$ cat src/rtl/nv_nvdla_conv_seq_if.sv
// Sequencer handshake bundle: descriptor intake, CSC strobes, CACC->SDP
// completion observation and status.
interface nv_nvdla_conv_seq_if #(
    parameter int CNT_W = 16,
    parameter int CRD_W = 4
);
    logic             cfg_valid;
    logic             cfg_ready;
    logic [CNT_W-1:0] cfg_atoms;
    logic [CNT_W-1:0] cfg_stripes;
    logic             abort;
    logic             weight_i_valid;
    logic             data_i_valid;
    logic             cacc2sdp_valid;
    logic             sdp2cacc_ready;
    logic [CRD_W-1:0] in_flight;
    logic             busy;
    logic             done_irq;
    logic             err_underflow;

    modport master (
        output cfg_valid, cfg_atoms, cfg_stripes, abort,
               cacc2sdp_valid, sdp2cacc_ready,
        input  cfg_ready, weight_i_valid, data_i_valid,
               in_flight, busy, done_irq, err_underflow
    );

    modport slave (
        input  cfg_valid, cfg_atoms, cfg_stripes, abort,
               cacc2sdp_valid, sdp2cacc_ready,
        output cfg_ready, weight_i_valid, data_i_valid,
               in_flight, busy, done_irq, err_underflow
    );
endinterface

$ cat src/rtl/nv_nvdla_conv_seq.sv
// Convolution layer sequencer: issues weight/data strobes to CSC per stripe
// and atom, throttled by a credit count of atoms not yet retired to SDP.
module nv_nvdla_conv_seq #(
    parameter int CNT_W      = 16,
    parameter int CREDIT_MAX = 8,
    parameter int CRD_W      = $clog2(CREDIT_MAX + 1)
) (
    input logic                nvdla_core_clk,
    input logic                nvdla_core_rst,
    nv_nvdla_conv_seq_if.slave seq
);

    typedef enum logic [2:0] {IDLE, WT, DATA, DRAIN, DONE} state_t;

    state_t           state_q;
    logic [CNT_W-1:0] atoms_q;
    logic [CNT_W-1:0] stripes_q;
    logic [CNT_W-1:0] atom_cnt_q;
    logic [CNT_W-1:0] stripe_cnt_q;
    logic [CRD_W-1:0] in_flight_q;
    logic             err_q;

    logic cfg_fire;
    logic data_fire;
    logic comp;
    logic abort_hit;
    logic atom_last;
    logic stripe_last;

    assign cfg_fire    = (state_q == IDLE) && seq.cfg_valid;
    assign data_fire   = (state_q == DATA) && (in_flight_q < CRD_W'(CREDIT_MAX));
    assign comp        = seq.cacc2sdp_valid && seq.sdp2cacc_ready;
    assign abort_hit   = seq.abort && (state_q != IDLE);
    assign atom_last   = (atom_cnt_q == atoms_q - CNT_W'(1));
    assign stripe_last = (stripe_cnt_q == stripes_q - CNT_W'(1));

    // Descriptor sizes are only meaningful once a layer is accepted.
    always_ff @(posedge nvdla_core_clk) begin
        if (cfg_fire) begin
            atoms_q   <= seq.cfg_atoms;
            stripes_q <= seq.cfg_stripes;
        end
    end

    always_ff @(posedge nvdla_core_clk) begin
        if (nvdla_core_rst) begin
            state_q      <= IDLE;
            atom_cnt_q   <= '0;
            stripe_cnt_q <= '0;
        end else if (abort_hit) begin
            state_q <= IDLE;
        end else begin
            case (state_q)
                IDLE: begin
                    if (seq.cfg_valid) begin
                        atom_cnt_q   <= '0;
                        stripe_cnt_q <= '0;
                        state_q      <= ((seq.cfg_atoms == '0) || (seq.cfg_stripes == '0)) ? DONE : WT;
                    end
                end
                WT: state_q <= DATA;
                DATA: begin
                    if (data_fire) begin
                        if (atom_last) begin
                            atom_cnt_q <= '0;
                            if (stripe_last) begin
                                state_q <= DRAIN;
                            end else begin
                                stripe_cnt_q <= stripe_cnt_q + CNT_W'(1);
                                state_q      <= WT;
                            end
                        end else begin
                            atom_cnt_q <= atom_cnt_q + CNT_W'(1);
                        end
                    end
                end
                DRAIN: if (in_flight_q == '0) state_q <= DONE;
                DONE:  state_q <= IDLE;
                default: state_q <= IDLE;
            endcase
        end
    end

    // Completions are tracked in every state; a strobe and a completion in
    // the same cycle cancel out.
    always_ff @(posedge nvdla_core_clk) begin
        if (nvdla_core_rst) begin
            in_flight_q <= '0;
            err_q       <= 1'b0;
        end else begin
            if (comp && (in_flight_q == '0)) err_q <= 1'b1;
            if (abort_hit) begin
                in_flight_q <= '0;
            end else if (data_fire && !comp) begin
                in_flight_q <= in_flight_q + CRD_W'(1);
            end else if (comp && !data_fire && (in_flight_q != '0)) begin
                in_flight_q <= in_flight_q - CRD_W'(1);
            end
        end
    end

    assign seq.cfg_ready      = (state_q == IDLE);
    assign seq.busy           = (state_q != IDLE);
    assign seq.weight_i_valid = (state_q == WT);
    assign seq.data_i_valid   = data_fire;
    assign seq.done_irq       = (state_q == DONE);
    assign seq.in_flight      = in_flight_q;
    assign seq.err_underflow  = err_q;

endmodule

$ cat src/flat_wrapper.sv
// flat-port wrapper written by rule: the top's interface ports become plain ports
module nv_nvdla_conv_seq_flat 
#(
    parameter int CNT_W      = 16,
    parameter int CREDIT_MAX = 8,
    parameter int CRD_W      = $clog2(CREDIT_MAX + 1)
)
  (nvdla_core_clk, nvdla_core_rst, seq_cfg_valid, seq_cfg_atoms, seq_cfg_stripes, seq_abort, seq_cacc2sdp_valid, seq_sdp2cacc_ready, seq_cfg_ready, seq_weight_i_valid, seq_data_i_valid, seq_in_flight, seq_busy, seq_done_irq, seq_err_underflow);
  nv_nvdla_conv_seq_if #(.CNT_W(CNT_W), .CRD_W(CRD_W)) seq_i ();
  input logic nvdla_core_clk;
  input logic nvdla_core_rst;
  input wire logic [$bits(seq_i.cfg_valid)-1:0] seq_cfg_valid;
  input wire logic [$bits(seq_i.cfg_atoms)-1:0] seq_cfg_atoms;
  input wire logic [$bits(seq_i.cfg_stripes)-1:0] seq_cfg_stripes;
  input wire logic [$bits(seq_i.abort)-1:0] seq_abort;
  input wire logic [$bits(seq_i.cacc2sdp_valid)-1:0] seq_cacc2sdp_valid;
  input wire logic [$bits(seq_i.sdp2cacc_ready)-1:0] seq_sdp2cacc_ready;
  output wire logic [$bits(seq_i.cfg_ready)-1:0] seq_cfg_ready;
  output wire logic [$bits(seq_i.weight_i_valid)-1:0] seq_weight_i_valid;
  output wire logic [$bits(seq_i.data_i_valid)-1:0] seq_data_i_valid;
  output wire logic [$bits(seq_i.in_flight)-1:0] seq_in_flight;
  output wire logic [$bits(seq_i.busy)-1:0] seq_busy;
  output wire logic [$bits(seq_i.done_irq)-1:0] seq_done_irq;
  output wire logic [$bits(seq_i.err_underflow)-1:0] seq_err_underflow;
  assign seq_i.cfg_valid = seq_cfg_valid;
  assign seq_i.cfg_atoms = seq_cfg_atoms;
  assign seq_i.cfg_stripes = seq_cfg_stripes;
  assign seq_i.abort = seq_abort;
  assign seq_i.cacc2sdp_valid = seq_cacc2sdp_valid;
  assign seq_i.sdp2cacc_ready = seq_sdp2cacc_ready;
  assign seq_cfg_ready = seq_i.cfg_ready;
  assign seq_weight_i_valid = seq_i.weight_i_valid;
  assign seq_data_i_valid = seq_i.data_i_valid;
  assign seq_in_flight = seq_i.in_flight;
  assign seq_busy = seq_i.busy;
  assign seq_done_irq = seq_i.done_irq;
  assign seq_err_underflow = seq_i.err_underflow;
  nv_nvdla_conv_seq #(.CNT_W(CNT_W), .CREDIT_MAX(CREDIT_MAX), .CRD_W(CRD_W)) u_core (.nvdla_core_clk(nvdla_core_clk), .nvdla_core_rst(nvdla_core_rst), .seq(seq_i));
endmodule
$ cat config.mk
export PLATFORM = sky130hd
export DESIGN_NAME = nv_nvdla_conv_seq_flat
export DESIGN_NICKNAME = d
export VERILOG_FILES = /design/src/rtl/nv_nvdla_conv_seq_if.sv /design/src/rtl/nv_nvdla_conv_seq.sv /design/src/flat_wrapper.sv
export SDC_FILE = /design/constraint.sdc
export NUM_CORES = 1
export LEC_CHECK = 0
export BUFFER_PORTS_ARGS = -buffer_cell sky130_fd_sc_hd__buf_2
export CAP_MARGIN = 20
export CELL_PAD_IN_SITES_DETAIL_PLACEMENT = 0
export CELL_PAD_IN_SITES_GLOBAL_PLACEMENT = 1
export CORE_ASPECT_RATIO = 1.1
export CORE_UTILIZATION = 45
export DETAILED_ROUTE_END_ITERATION = 10
export GPL_TIMING_DRIVEN = 0
export PLACE_DENSITY = 0.86
export SETUP_SLACK_MARGIN = 0.3
export SYNTH_ARGS = -nofsm -noshare
export SYNTH_HDL_FRONTEND = slang
export SYNTH_SLANG_ARGS = --single-unit
$ cat constraint.sdc
create_clock -name nvdla_core_clk -period 3.8 [get_ports nvdla_core_clk]
set_input_delay 0.57 -clock nvdla_core_clk [delete_from_list [all_inputs] [get_ports nvdla_core_clk]]
set_output_delay 0.57 -clock nvdla_core_clk [all_outputs]
set_load 0.1 [all_outputs]
# Word-level counts from Yosys, hierarchy flattened
# Index checks and enable logic that the tools add are counted.
# word_totals
ff_bits	72
output_inout_bits	10
# classes
addsub	6
n_lt_le_gt_ge	1
n_eq_ne	11
mux	17
bitwise_logic	1
n_reduce_logical	23
# ops
op	n
$mux W16	6
$pmux W16 S2	2
$add A16 B1 Y16 const B	2
$eq A16 B16 Y1	2
$logic_not A16 Y1	2
$sub A16 B1 Y16 const B	2
$mux W3	5
$pmux W3 S4	1
$logic_and A1 B1 Y1	8
$mux W4	2
$reduce_and A4 Y1	2
$eq A3 B2 Y1 const B	2
$ne A2 B1 Y1 const B	3
$reduce_and A6 Y1	1
$add A4 B1 Y4 const B	1
$logic_not A4 Y1	1
$lt A4 B4 Y1 const B	1
$ne A2 B2 Y1 const B	2
$reduce_bool A2 Y1	2
$reduce_bool A4 Y1	1
$sub A4 B1 Y4 const B	1
$eq A3 B1 Y1 const B	1
$eq A3 B3 Y1 const B	1
$logic_not A3 Y1	1
other kinds (6)	7

# Longest topological paths before layout
# Gate-level depths: netlist of run 1.
# logic_depth
depth_word	7
depth_mapped	14
depth_no_buf	11

# Least setup slack after synthesis of run 1
# OpenSTA, ideal clock, no wires.
# synth_path
path_kind	register -> register
from	reg u_core.in_flight_q[3] (netlist: u_core.seq.in_flight[3])
to	reg u_core.in_flight_q[3] (netlist: u_core.seq.in_flight[3])
setup_ns	0.116
t_arrival_ns	3.496
setup_slack_ns	0.187
stages_incl_launch_ff	8
n_path_buf	0
cell_sequence	dfxtp_1 nor2_1 nand2_1 ha_1 a21o_1 a211oi_1 xor2_1 nor2_1
# synth_between
elab_chain_len	6
elab_cells_between_ends	12
classes_between	add/sub: 2; order compare: 1; mux: 2; reduce/logical: 7
# synth_lines
element	line	source
from (decl)	nv_nvdla_conv_seq.sv:20	logic [CRD_W-1:0] in_flight_q;
from (signal assigned)	nv_nvdla_conv_seq.sv:95	in_flight_q <= in_flight_q + CRD_W'(1);
from (signal assigned)	nv_nvdla_conv_seq.sv:97	in_flight_q <= in_flight_q - CRD_W'(1);
$lt A4 B4 Y1 *	nv_nvdla_conv_seq.sv:31	assign data_fire = (state_q == DATA) && (in_flight_q < CRD_W'(CREDIT_MAX));
$logic_and A1 B1 Y1 *	nv_nvdla_conv_seq.sv:31	
named net seq_data_i_valid	flat_wrapper.sv:20	output wire logic [$bits(seq_i.data_i_valid)-1:0] seq_data_i_valid;
$logic_not A1 Y1	nv_nvdla_conv_seq.sv:96	end else if (comp && !data_fire && (in_flight_q != '0)) begin
$logic_and A1 B1 Y1 (2 in a row)	nv_nvdla_conv_seq.sv:96	
$reduce_bool A2 Y1 (no line)	-	
# The timed path passes the listed nets; every way through them passes the cells marked *. The select of a mux whose other input is x is not followed.
# A chain may end at the register's enable or synchronous reset.

# Worst setup path in the final report of run 1
# layout_path
from	reg u_core.atoms_q[0]
to	reg u_core.stripe_cnt_q[12]
# layout_between
elab_chain_len	4
# layout_lines
element	line	source
from (decl)	nv_nvdla_conv_seq.sv:16	logic [CNT_W-1:0] atoms_q;
from (signal assigned)	nv_nvdla_conv_seq.sv:40	atoms_q <= seq.cfg_atoms;
$sub A16 B1 Y16	nv_nvdla_conv_seq.sv:34	assign atom_last = (atom_cnt_q == atoms_q - CNT_W'(1));
$eq A16 B16 Y1	nv_nvdla_conv_seq.sv:34	
$ne A2 B1 Y1 (no line)	-	
$reduce_and A6 Y1 (no line)	-	
to (signal assigned)	nv_nvdla_conv_seq.sv:69	stripe_cnt_q <= stripe_cnt_q + CNT_W'(1);
to (decl)	nv_nvdla_conv_seq.sv:19	logic [CNT_W-1:0] stripe_cnt_q;
# Every way passes these cells.

==> flow_metrics.tcl, run 1 <==
set metrics [dict create \
    synth_area_mm2 0.00409 \
    setup_viol_count_final 0 \
    grt_max_degree 19 \
    drc 0 \
    hpwl_mm 6.96 \
    detail-route-antenna-nets 0 \
    synth_top_area_cell "edfxtp_1" \
    fin_tns_setup_ps 0 \
    irDropWorstVdd_mv 0.270 \
    max_slew_margin 0.422 \
    critPathMaxFanout 10 \
    post-route-period-util 0.855 \
    finalCriticalPeriod_ps 3250 \
    worstPathRequired_ps 4090 \
    finalMaxSlewViolations 0 \
    hold-worst-slack_ps 389 \
    wl_per_cell_um 14.6 \
    synth.area.top_cells "edfxtp_1 (23%), dfxtp_1 (20%), xnor2_1 (9.4%)" \
    crit_path_start_kind "flip-flop" \
    io_buffers 47 \
    max-cap-violations 0 \
    clk_path_buf_depth 2 \
    layout-drive-gt1-share 0.169 \
    drtIter0Drc 150 \
    worstPathArrival_ps 3540 \
    r2r_slack_ps 550 \
    outcome "finished, final reports clean" \
    async_reset_ff_frac 0 \
    grt_pass1_wl_mm 14.9 \
    num-nets-final 548 \
    row_count 36 \
    ys_seq_area_frac 0.431 \
    grt_pass1_vias 3252 \
    vias_per_cell 5.56 \
    yosys_most_used_dff "dfxtp_1" \
    synth-edff-count 32 \
    dr.pass1.iters 4 \
    root_buffer "clkbuf_8" \
    clock-sinks 72 \
    core_mm2 0.00883 \
    die_x_um 92.9 \
    pwr_density_cell_mw_per_mm2 458 \
    hold_viol 0 \
    tightest_slew_ps 858 \
    routabilityCongestion 0.841 \
    yosysUniqueCellTypes 54 \
    dp_cells 600 \
    die_area_mm2 0.00948 \
    rsz0062_at_grt "no" \
    post_synth.cell_area_avg_um2 9.34 \
    hp-class "input pin to flip-flop" \
    yosysTopAreaCellShare 0.235 \
    grt_use_total 0.202 \
    totalPowerFinal_mw 2.17 \
    setup_ws_ps 552 \
    ys_seq_elements 72 \
    p_leak_nw 1.66 \
    cts_inserted_buffers 9 \
    synthTopCellsByCount "xnor2_1 (44), dfxtp_1 (40), nor2_1 (36)" \
    pre_cts_slack_ps 218 \
    die_height_um 102 \
    cts_htree_levels 3 \
    io_pins 48 \
    grt_overflow 0 \
    drt_wl_total_mm 9.06 \
    num_antenna_cells 0 \
    clkLatencyLatePin_ps 360 \
    synth_cells 438 \
    start_util 0.463 \
    yosys_warnings 0 \
    path_class "flip-flop to flip-flop" \
    cp-end-kind "flip-flop" \
    yosysMostFrequentCell "xnor2_1" \
    cts_tree "yes" \
    vias 3460 \
    finish.utilization 0.537 \
    antenna_found_initial 0 \
    finalInstanceArea_mm2 0.00474 \
    fin_skew_ps 12.0 \
    stdcell_count 622 \
    placed_area_mm2 0.00450 \
    clkTransAtPathRegs_ps 80 \
    fmaxAchievable_mhz 308 \
    mappedNetlistNets 483 \
    syn_to_final_growth_pct 15.8 \
]
-- path summary, 6_finish.rpt --
path / from / end / cells past startpoint
hold reg to reg: u_core.seq.err_underflow / u_core.seq.err_underflow / 2
setup / recovery: u_core.atoms_q[0] / u_core.stripe_cnt_q[12] / 10
hold / removal: seq_cfg_stripes[2] / u_core.stripes_q[2] / 1
setup reg to reg: u_core.atoms_q[0] / u_core.stripe_cnt_q[12] / 10
-- final cells by class --
cell class | instances | area, um^2
plain buffers | 10 | 51.3
repair buffers | 54 | 308
fillers | 863 | 4090
multi-input cells | 339 | 2240
inverters | 17 | 63.8
well taps | 114 | 143
flip-flops and latches | 72 | 1760
clock inverters | 6 | 45.0
clock buffers | 10 | 128
-- power breakdown --
group	total (mW)	internal (mW)	leakage (nW)	switching (mW)
Combinational	0.654	0.202	0.955	0.452
Sequential	0.969	0.891	0.630	0.0778
Clock	0.548	0.238	0.0751	0.310
Total	2.17	1.33	1.66	0.840
-- registers in the layout (all words and copies together) (netlist names) --
signal and count:
u_core.stripe_cnt_q 16, u_core.stripes_q 16, u_core.seq.err_underflow 1, u_core.seq.in_flight 4, u_core.state_q 3, u_core.atom_cnt_q 16, u_core.atoms_q 16
-- repair_timing --
item	CTS	global route
pin swaps	1	1
setup endpoints to repair	9	15
gates resized for setup	1	4
buffers inserted	2	4
hold buffers	0	0
-- metal layers --
metal	vias up	GRT usage	wire (um)	share of wire
met2	54	0.380	4820	0.53
met1	1653	0.222	3770	0.42
met4	0	0.0888	197	0.022
li1	1737	-	-	-
met5	-	0	0	0
met3	16	0.0379	273	0.030
-- cell usage in the layout (no fill, tap or decap), drive strengths merged, types with 9 or more instances in the layout --
cell	instances
nand3	17
and2	14
xnor2	44
o21ai	13
inv	18
nor4	16
nand4	15
a21oi	23
nand2	35
dfxtp	40
or4	9
edfxtp	32
buf	57
nor3	20
nor2	36
clkbuf	17
xor2	23
-- critical path, cell delays in order (launching register included) --
cell	delay, ps
edfxtp_1	510
or3_1	440
a211oi_2	210
o221ai_1	140
nor4_1	460
nand4_1	250
o21ai_2	270
nand2_2	80
buf_6	150
or4_1	490
a21oi_1	170
-- cells by family after synthesis --
logic type / share of synthesized area
xor+xnor: 0.143
fa+ha+maj: 0.0232
simple gates: 0.256
mux: 0.0125
flops: 0.431
buf+inv: 0.0278
compound gates: 0.106
No activity file was read; power rests on OpenSTA's default activity.
==> inputs of run 2 (changes only) <==
==> constraint.sdc (replaced) <==
create_clock -name nvdla_core_clk -period 3.8 [get_ports nvdla_core_clk]
set_input_delay 0.76 -clock nvdla_core_clk [delete_from_list [all_inputs] [get_ports nvdla_core_clk]]
set_output_delay 0.76 -clock nvdla_core_clk [all_outputs]
set_load 0.1 [all_outputs]
==> run 2 against run 1 <==
Clock skew increased by 0.91 ps. First-iteration DRC count is 6.7% lower. Core utilization rose by 0.98 points. Cell count increased by 0.16%. Critical path depth up 1. Design area increased by 1.8%. Combinational power shrank 0.9%. Maximum frequency up 0.70%. Largest cell class unchanged. Largest power group unchanged.
==> flow_metrics.tcl, run 2 (same netlist as run 1, synthesis figures left out) <==
set metrics [dict create \
    irDropWorstVdd_mv 0.211 \
    antenna_found_initial 0 \
    die_height_um 102 \
    clock-sinks 72 \
    worstPathRequired_ps 4080 \
    setup_viol_count_final 0 \
    cts_inserted_buffers 9 \
    cts_htree_levels 3 \
    worstSetupEndpoint "u_core.stripe_cnt_q[14]" \
    worstRegToRegCells 11 \
    grt_use_total 0.199 \
    wl_per_cell_um 14.4 \
    hpwl_mm 6.89 \
    crit_start "u_core.atoms_q[0]" \
    stdcell_count 623 \
    routabilityCongestion 0.864 \
    totalPowerFinal_mw 2.35 \
    reg2reg_from "u_core.atoms_q[0]" \
    max-cap-violations 0 \
    dr.pass1.iters 4 \
    p_leak_nw 1.71 \
    start_util 0.463 \
    post-route-period-util 0.849 \
    r2r_slack_ps 570 \
    num-nets-final 549 \
    tightest_slew_ps 860 \
    worstPathArrival_ps 3510 \
    root_buffer "clkbuf_8" \
    r2r-end "u_core.stripe_cnt_q[14]" \
    die_x_um 92.9 \
    fin_tns_setup_ps 0 \
    detail-route-antenna-nets 0 \
    drtIter0Drc 140 \
    core_mm2 0.00883 \
    pwr_density_cell_mw_per_mm2 488 \
    clkLatencyLatePin_ps 350 \
    layout_commonest_cell "buf_2" \
    io_buffers 47 \
    finish.utilization 0.546 \
    fill_cells 822 \
    hold_buffers 0 \
    io_pins 48 \
    outcome "finished, final reports clean" \
    drt_wl_total_mm 8.99 \
    rsz0062_at_grt "no" \
    vias_per_cell 5.44 \
    critPathMaxFanout 10 \
    hp-class "flip-flop to flip-flop" \
    dp_cells 600 \
    syn_to_final_growth_pct 17.9 \
    hold_viol 0 \
    grt_pass1_vias 3229 \
    layout-drive-gt1-share 0.177 \
    crit_path_start_kind "flip-flop" \
    cts_tree "yes" \
    path_class "flip-flop to flip-flop" \
    max_slew_margin 0.421 \
    most-common-layout-cells "buf_2 (48), xnor2_1 (44), dfxtp_1 (40)" \
    cp-end-kind "flip-flop" \
    row_count 36 \
    num_antenna_cells 0 \
    fin_skew_ps 12.9 \
    vias 3390 \
    min_from "u_core.seq.err_underflow" \
    grt_pass1_wl_mm 14.7 \
    die_area_mm2 0.00948 \
    clkTransAtPathRegs_ps 80 \
    finalCriticalPeriod_ps 3230 \
    clk_path_buf_depth 2 \
    grt_overflow 0 \
    drc 0 \
    finalMaxSlewViolations 0 \
    hold-worst-slack_ps 466 \
    grt_max_degree 18 \
    fmaxAchievable_mhz 310 \
]
==> run 2: critical path, stage by stage (launching register included) <==
cell and delay (ps):
edfxtp_1 510, or3_1 450, a211oi_2 220, o221ai_1 150
nor4_1 420, nand4_1 240, o21ai_2 160, buf_4 170
nand2_2 60, buf_6 140, or4_1 490, a21oi_1 170
==> run 2: repair_timing <==
item	CTS	global route
setup endpoints to repair	9	19
pin swaps	0	2
gates cloned	0	0
setup buffers	0	7
gates resized for setup	1	5
==> run 2: cell type report <==
| cell class | instances | area (um^2) | share of cell area |
|---|---|---|---|
| buffer | 10 | 51.3 | 0.0106 |
| multi-input combinational | 339 | 2240 | 0.465 |
| clock buffer | 9 | 124 | 0.0257 |
| tap | 114 | 143 | 0.0296 |
| inverter | 17 | 63.8 | 0.0132 |
| clock inverter | 7 | 120 | 0.0249 |
| sequential | 72 | 1760 | 0.365 |
| timing repair buffer | 55 | 315 | 0.0654 |
==> run 2: per-stage QoR <==
step | setup slack, ps | instance area, um^2
global placement | 317 | 4480
floorplan | 320 | 4100
finish | 575 | 4820
detailed placement | 261 | 4500
global route | 345 | 4820
CTS | 328 | 4750
==> run 2: layer usage <==
layer	track usage	share of wire	wire length, um
met5	0	0	0
met4	0.0970	0.029	261
met3	0.0305	0.022	201
met2	0.370	0.52	4720
met1	0.221	0.42	3810
==> run 2: power by group <==
| group | internal (mW) | leakage, nW | switching, mW |
|---|---|---|---|
| Combinational | 0.197 | 0.959 | 0.451 |
| Clock | 0.437 | 0.119 | 0.303 |
| Sequential | 0.891 | 0.630 | 0.0761 |
==> run 2: how the worst min path moves through the flow <==
stage | slack (ps) | end | depth (start not counted)
5_1_grt | 500 | u_core.seq.err_underflow | 2
2_1_floorplan | 470 | u_core.stripe_cnt_q[12] | 2
6_report | 470 | u_core.seq.err_underflow | 2
3_5_place_dp | 460 | u_core.seq.err_underflow | 2
3_3_place_gp | 440 | u_core.seq.err_underflow | 2
4_1_cts | 470 | u_core.seq.err_underflow | 2
